File: src/rtl/bus_arbiter.sv
// Two-master bus arbiter with slave split parking and a per-grant hold limit.
// Grants are decoded straight from the state register, so reset removes them asynchronously.
//
//   state  | meaning
//   IDLE   | no grant; arbitrate among eligible requests
//   OWN_M1 | master 1 owns the bus
//   OWN_M2 | master 2 owns the bus
module bus_arbiter #(
  parameter int HOLD_MAX = 255
) (
  input  logic clk,
  input  logic reset,
  input  logic m1_request,
  input  logic m2_request,
  input  logic tx_done,
  input  logic split_en,
  output logic m1_grant,
  output logic m2_grant,
  output logic bus_sel,
  output logic split_pending,
  output logic timeout
);

  localparam logic [1:0] IDLE   = 2'd0;
  localparam logic [1:0] OWN_M1 = 2'd1;
  localparam logic [1:0] OWN_M2 = 2'd2;

  localparam logic [1:0] SPLIT_NONE = 2'd0;
  localparam logic [1:0] SPLIT_M1   = 2'd1;
  localparam logic [1:0] SPLIT_M2   = 2'd2;

  // Last OWN cycle index; the grant is revoked after HOLD_MAX cycles of ownership.
  localparam logic [7:0] HOLD_LAST = 8'(HOLD_MAX - 1);

  logic [1:0] state_q, state_d;
  logic [1:0] owner_q, owner_d;
  logic [7:0] hold_q, hold_d;
  logic       bus_sel_q, bus_sel_d;
  logic       timeout_q, timeout_d;
  logic       split_en_q;

  logic       split_rise;
  logic       resumed;
  logic       m1_elig;
  logic       m2_elig;
  logic       own_req;
  logic [1:0] own_id;

  assign split_rise = split_en & ~split_en_q;
  assign resumed    = (owner_q != SPLIT_NONE) & ~split_en;
  assign m1_elig    = m1_request & ~((owner_q == SPLIT_M1) & split_en);
  assign m2_elig    = m2_request & ~((owner_q == SPLIT_M2) & split_en);
  assign own_req    = (state_q == OWN_M2) ? m2_request : m1_request;
  assign own_id     = (state_q == OWN_M2) ? SPLIT_M2 : SPLIT_M1;

  always_comb begin
    state_d   = state_q;
    owner_d   = owner_q;
    hold_d    = hold_q;
    bus_sel_d = bus_sel_q;
    timeout_d = 1'b0;
    case (state_q)
      IDLE: begin
        hold_d = '0;
        if (resumed && (owner_q == SPLIT_M1) && m1_request) begin
          state_d   = OWN_M1;
          bus_sel_d = 1'b0;
          owner_d   = SPLIT_NONE;
        end else if (resumed && (owner_q == SPLIT_M2) && m2_request) begin
          state_d   = OWN_M2;
          bus_sel_d = 1'b1;
          owner_d   = SPLIT_NONE;
        end else begin
          // A resumed master that no longer wants the bus simply forfeits its slot.
          if (resumed) owner_d = SPLIT_NONE;
          if (m1_elig) begin
            state_d   = OWN_M1;
            bus_sel_d = 1'b0;
          end else if (m2_elig) begin
            state_d   = OWN_M2;
            bus_sel_d = 1'b1;
          end
        end
      end
      OWN_M1, OWN_M2: begin
        hold_d = hold_q + 8'd1;
        if (tx_done || !own_req) begin
          state_d = IDLE;
        end else if (split_rise && (owner_q == SPLIT_NONE)) begin
          owner_d = own_id;
          state_d = IDLE;
        end else if (hold_q == HOLD_LAST) begin
          state_d   = IDLE;
          timeout_d = 1'b1;
        end
      end
      default: state_d = IDLE;
    endcase
  end

  always_ff @(posedge clk or negedge reset) begin
    if (!reset) begin
      state_q    <= IDLE;
      owner_q    <= SPLIT_NONE;
      hold_q     <= '0;
      bus_sel_q  <= 1'b0;
      timeout_q  <= 1'b0;
      split_en_q <= 1'b0;
    end else begin
      state_q    <= state_d;
      owner_q    <= owner_d;
      hold_q     <= hold_d;
      bus_sel_q  <= bus_sel_d;
      timeout_q  <= timeout_d;
      split_en_q <= split_en;
    end
  end

  assign m1_grant      = (state_q == OWN_M1);
  assign m2_grant      = (state_q == OWN_M2);
  assign bus_sel       = bus_sel_q;
  assign split_pending = (owner_q != SPLIT_NONE);
  assign timeout       = timeout_q;

endmodule

File: config.mk
export PLATFORM = sky130hd
export DESIGN_NAME = bus_arbiter
export DESIGN_NICKNAME = d
export VERILOG_FILES = /design/src/rtl/bus_arbiter.sv
export SDC_FILE = /design/constraint.sdc
export NUM_CORES = 1
export LEC_CHECK = 0
export CORE_MARGIN = 2
export CORE_UTILIZATION = 25
export DETAILED_ROUTE_END_ITERATION = 8
export PLACE_DENSITY = 0.51
export SLEW_MARGIN = 20
export SYNTH_ARGS = -nofsm -noshare
export SYNTH_HDL_FRONTEND = slang
export SYNTH_SLANG_ARGS = --single-unit
File: constraint.sdc
create_clock -name clk -period 2.65 [get_ports clk]
set_input_delay 0.3975 -clock clk [delete_from_list [all_inputs] [get_ports clk]]
set_output_delay 0.3975 -clock clk [all_outputs]
set_load 0.05 [all_outputs]
Yosys cells after proc, flatten, opt, wreduce, memory -nomap -nowiden
Cells that the tools add are included.
{"block": "totals", "ff_bits": 15, "inputBits": 6, "out_inout_bits": 5, "word_cells": 68}
{"block": "classes", "addsub": 1, "n_eq_ne": 10, "n_mux": 25, "bitwise_logic": 10, "reduce_logical": 16}
{"cell": "$mux W2", "count": 13}
{"cell": "$pmux W8 S2", "count": 1}
{"cell": "$mux W1", "count": 9}
{"cell": "$add A8 B1 Y8 const B", "count": 1}
{"cell": "$eq A8 B8 Y1 const B", "count": 1}
{"cell": "$ne A4 B4 Y1 const B", "count": 2}
{"cell": "$pmux W2 S2", "count": 2}
{"cell": "$and A1 B1 Y1", "count": 6}
{"cell": "$logic_and A1 B1 Y1", "count": 5}
{"cell": "$ne A5 B5 Y1 const B", "count": 1}
{"cell": "$eq A2 B1 Y1 const B", "count": 2}
{"cell": "$eq A2 B2 Y1 const B", "count": 2}
{"cell": "$logic_not A2 Y1", "count": 2}
{"cell": "$ne A2 B2 Y1 const B", "count": 2}
{"cell": "$not A1 Y1", "count": 4}
{"cell": "$reduce_and A2 Y1", "count": 2}
{"cell": "$reduce_and A4 Y1", "count": 1}
{"cell": "$reduce_bool A2 Y1", "count": 2}
{"cell": "$reduce_bool A4 Y1", "count": 1}
{"cell": "$reduce_or A2 Y1", "count": 1}
{"cell": "$logic_not A1 Y1", "count": 1}
{"cell": "$logic_or A1 B1 Y1", "count": 1}

Depth between registers and ports, before layout
{"block": "depth", "word_depth": 9, "depth_mapped": 7}

Least setup slack after synthesis
No wires, ideal clock.
{"block": "synth_timing", "path_kind": "register to register", "from": "register state_q[0]", "to": "register owner_q[0]", "arrival_time_ns": 1.899, "required_time_ns": 2.523, "setup_slack_ns": 0.623, "path_stages_with_launch": 7, "n_path_buf": 0, "period_less_slack_ns": 2.027, "path_cell_list": "dfrtp_1 > inv_1 > ha_1 > mux2_2 > nand2_1 > o31a_1 > mux2_1"}
{"block": "synth_via", "elab_chain_len": 6}
{"item": "start, declared", "line": "35", "source": "logic [1:0] state_q, state_d;"}
{"item": "start signal, assigned", "line": "110", "source": "state_q <= state_d;"}
{"item": "$eq A2 B2 Y1 *"}
{"item": "via m2_grant", "line": "18", "source": "output logic m2_grant,"}
{"item": "$mux W1", "line": "53", "source": "assign own_req = (state_q == OWN_M2) ? m2_request : m1_request;"}
{"item": "$logic_not A1 Y1", "line": "87", "source": "if (tx_done || !own_req) begin"}
{"item": "$logic_or A1 B1 Y1", "line": "87"}
{"item": "$ne A2 B2 Y1 (no source line)"}
{"item": "$reduce_and A4 Y1 (no source line)"}
{"item": "end signal, assigned", "line": "111", "source": "owner_q <= owner_d;"}
{"item": "end, declared", "line": "36", "source": "logic [1:0] owner_q, owner_d;"}
Mark *: on every way through the listed nets, which the timed path passes. The rest lies on a longest branch. The select of a mux whose other input is x is not followed.
A chain may end at the register's enable or synchronous reset.

Final worst setup path
{"block": "layout_timing", "from": "register state_q[0]", "to": "output port m2_grant"}
{"block": "layout_via", "elab_chain_len": 1}
{"item": "$eq A2 B2 Y1", "line": "120", "source": "assign m2_grant = (state_q == OWN_M2);"}
{"item": "end, declared", "line": "18"}
No other way between the ends.

==> summary.md <==
| Metric | Value |
|---|---|
| Outcome | `complete, no violations` |
| Wirelength per Cell | `11.8 um` |
| #FFs+latches synth | `15` |
| Worst reg2reg path depth | `6` |
| First-pass DRT Iterations | `4` |
| Netlist cell types | `31` |
| # Max-Cap Violations | `0` |
| Layout cell share with drive strength beyond 1 | `7.69%` |
| Non-filler cells, final | `150` |
| Tmin final | `2.22 ns` |
| CTS Buffer Depth | `2` |
| Number of global-route vias before repair | `641` |
| Largest net degree at the start of global routing | `16` |
| Post-route ant nets | `0` |
| Via-to-Cell Ratio | `4.69` |
| Clock Skew | `0.00716 ns` |
| Clock slew at reported path FFs | `0.08 ns` |
| DRC violations left | `0` |
| Static Leak | `0.474 nW` |
| Most used routing layer | `met1` |
| Mapped Cells | `92` |
| Final WS setup | `0.428 ns` |
| Initial DRC count | `11` |
| CP Capture Type | `output pin` |
| EDFF count, synth | `0` |
| Area of the multi-input gates | `483 sq um` |
| Initial antenna violation count | `0` |
| FILL cells | `373` |
| First-pass GRT wire length | `2950 um` |
| Post-cts gate resize count | `0` |
| Die H | `63.4 um` |
| M3 GR Usage | `3.21%` |
| DRT Wirelength | `1770 um` |
| # clock sinks | `15` |
| Ant diodes | `0` |
| Die Area | `4020 sq um` |
| R2R Path Start | `state_q[1]$_DFFE_PN0P_` |
| Core area | `3360 sq um` |
| Async set-or-reset flop fraction in the synthesized netlist | `100%` |
| Vias post-DR | `704` |
| Ys Warns | `0` |
| Die Span X | `63.4 um` |
| Fin. max-slew vios | `0` |
| Hold WS | `0.483 ns` |
| Row cnt | `21` |
| Final net count | `117` |
| Total GRT Usage | `9.49%` |
| Fin. Hold Viols | `0` |
| Critical Path AT | `1.82 ns` |
| Num CTS Buffers | `3` |
| I/O pins | `11` |
| H-Tree Level Count | `1` |
| Met2 Use GR | `13.4%` |
| Clk Tree Root Cell | `clkbuf_4` |
| Met1 global-route usage | `13.7%` |
| Syn_nets | `104` |
| Post-Synthesis Cell Area | `882 sq um` |
| Endpoints failing setup | `0` |
| Pwr dens | `854 nW/um^2` |
| Req. time, crit path | `2.25 ns` |
| Cells after DPL | `146` |
| Syn Area/Cell | `9.59 sq um` |
| Initial Util | `26.2%` |
| Final core occ | `31.4%` |
| # Post-CTS Setup Buffers | `0` |
| Hold/Removal Path Class | `flop to flop` |
| Final period utilization | `83.9%` |
| F_max | `0.450 GHz` |
| Top_reg_cell synth | `dfrtp_1` |
| Sequential share of the synthesized area | `42.6%` |
| TNS Setup | `0 ns` |
| Number of port buffers | `10` |
| Register area | `375 sq um` |
| Global-route congestion overflow total | `0` |
| Worst slew margin | `52.6%` |
| Dpl ws | `0.457 ns` |
| RSZ-0062 raised after global routing | `false` |
| Worst-skew pair later-pin latency | `0.28 ns` |
| Area Overhead vs Synth | `19.9%` |
| CP Launch Type | `flop` |
| Worst Max-Slew Pin Slew | `0.709 ns` |
| Gpl congestion | `0.756` |
| CTS tree | `yes` |
| Min-delay src | `bus_sel$_DFFE_PN0P_` |
| Crit Path Max Fanout | `4` |
| HPWL after DPL | `1330 um` |
| Max IR drop VDD | `0.482 mV` |
| Worst setup startpoint | `state_q[0]$_DFFE_PN0P_` |
| Post-CTS Hold Buffers | `0` |
| Setup CP Type | `flop to output pin` |
| Worst hold path stage count | `1` |
layout make-up:
type,instances,area share (%)
clock buffer,4,2.49
inverter,4,1.42
multi-input combinational,71,45.7
sequential,15,35.5
tap,46,5.44
timing repair buffer,10,9.47
per-layer routing:
| metal | vias to the layer above | wire, um | share of wire, % |
|---|---|---|---|
| met5 | - | 0 | 0 |
| met4 | 0 | 18 | 1.0 |
| met3 | 2 | 62 | 3.5 |
| met2 | 11 | 752 | 42 |
| met1 | 332 | 941 | 53 |
| li1 | 359 | - | - |
path summary, 6_finish.rpt:
path / to / slack (ns)
max in group asynchronous: bus_sel$_DFFE_PN0P_ / 1.66
worst max-delay path: m2_grant / 0.43
worst min-delay path: bus_sel$_DFFE_PN0P_ / 0.48
worst max register to register: state_q[0]$_DFFE_PN0P_ / 0.60
worst min register to register: bus_sel$_DFFE_PN0P_ / 0.48
min in group asynchronous: split_en_q$_DFF_PN0_ / 0.53
state kept, by name, indices dropped and copies added, names as in the netlist:
register,flops
bus_sel,1
hold_q,8
owner_q,2
split_en_q,1
state_q,2
timeout,1
placed cells by master, fill, tap and decap left out:
cell type and count:
or2_2 2, nand2b_1 3, or4_1 2, o31a_1 1, a21o_1 4, a22o_1 3
clkdlybuf4s50_1 10, nor4_1 1, nand3_1 5, nor3_1 3, clkbuf_4 3, mux2_2 1
or4b_1 1, nand4_1 1, o21ai_0 7, and4bb_2 1, a31o_2 1, and3_1 1
inv_1 4, ha_1 6, nand2_1 14, nor4bb_1 1, o31ai_1 1, clkbuf_1 1
o211ai_1 1, nor2_1 3, o21a_1 1, o32ai_1 2, mux2_1 2, or4bb_1 1
nor2b_1 2, dfrtp_1 15
power breakdown:
group | leakage [nW] | total, mW | switching, mW | internal [mW]
logic | 0.259 | 0.454 | 0.275 | 0.178
registers | 0.200 | 0.319 | 0.0459 | 0.273
clock network | 0.0150 | 0.130 | 0.0716 | 0.0584
total | 0.474 | 0.902 | 0.393 | 0.510
metrics by stage:
| step | area (sq um) | total power [mW] |
|---|---|---|
| floorplan | 882 | 0.653 |
| detailed placement | 1030 | 0.782 |
| global route | 1060 | 0.972 |
| global placement | 1030 | 0.781 |
| finish | 1060 | 0.902 |
| CTS | 1060 | 0.919 |
cell usage after synthesis (2+ instances only):
library cell / instances / area share (%)
dfrtp_1: 15 / 43
nand2_1: 14 / 6.0
o21ai_0: 7 / 4.0
ha_1: 6 / 8.5
nand3_1: 5 / 2.8
a21o_1: 4 / 3.4
inv_1: 4 / 1.7
a22o_1: 3 / 3.0
nand2b_1: 3 / 2.1
nor2_1: 3 / 1.3
nor3_1: 3 / 1.7
mux2_1: 2 / 2.6
nor2b_1: 2 / 1.4
o32ai_1: 2 / 2.0
or2_2: 2 / 1.4
or4_1: 2 / 1.7
kinds of logic (layout without fill, tap and decap cells):
| kind of cell | count (synthesis) | in the layout | synth area share, % |
|---|---|---|---|
| and+or+nand+nor | 41 | 41 | 25.5 |
| AOI/OAI and AO/OA | 21 | 21 | 16.9 |
| DFF | 15 | 15 | 42.6 |
| adders and majority gates | 6 | 6 | 8.51 |
| buffers and inverters | 6 | 18 | 2.69 |
| muxes | 3 | 3 | 3.83 |
critical path, cell delays in order, from the launching register on:
cell and delay [ns]:
dfrtp_1 0.42, inv_1 0.11, ha_1 0.20, clkdlybuf4s50_1 0.82
Power figures use the tool's default switching activity.
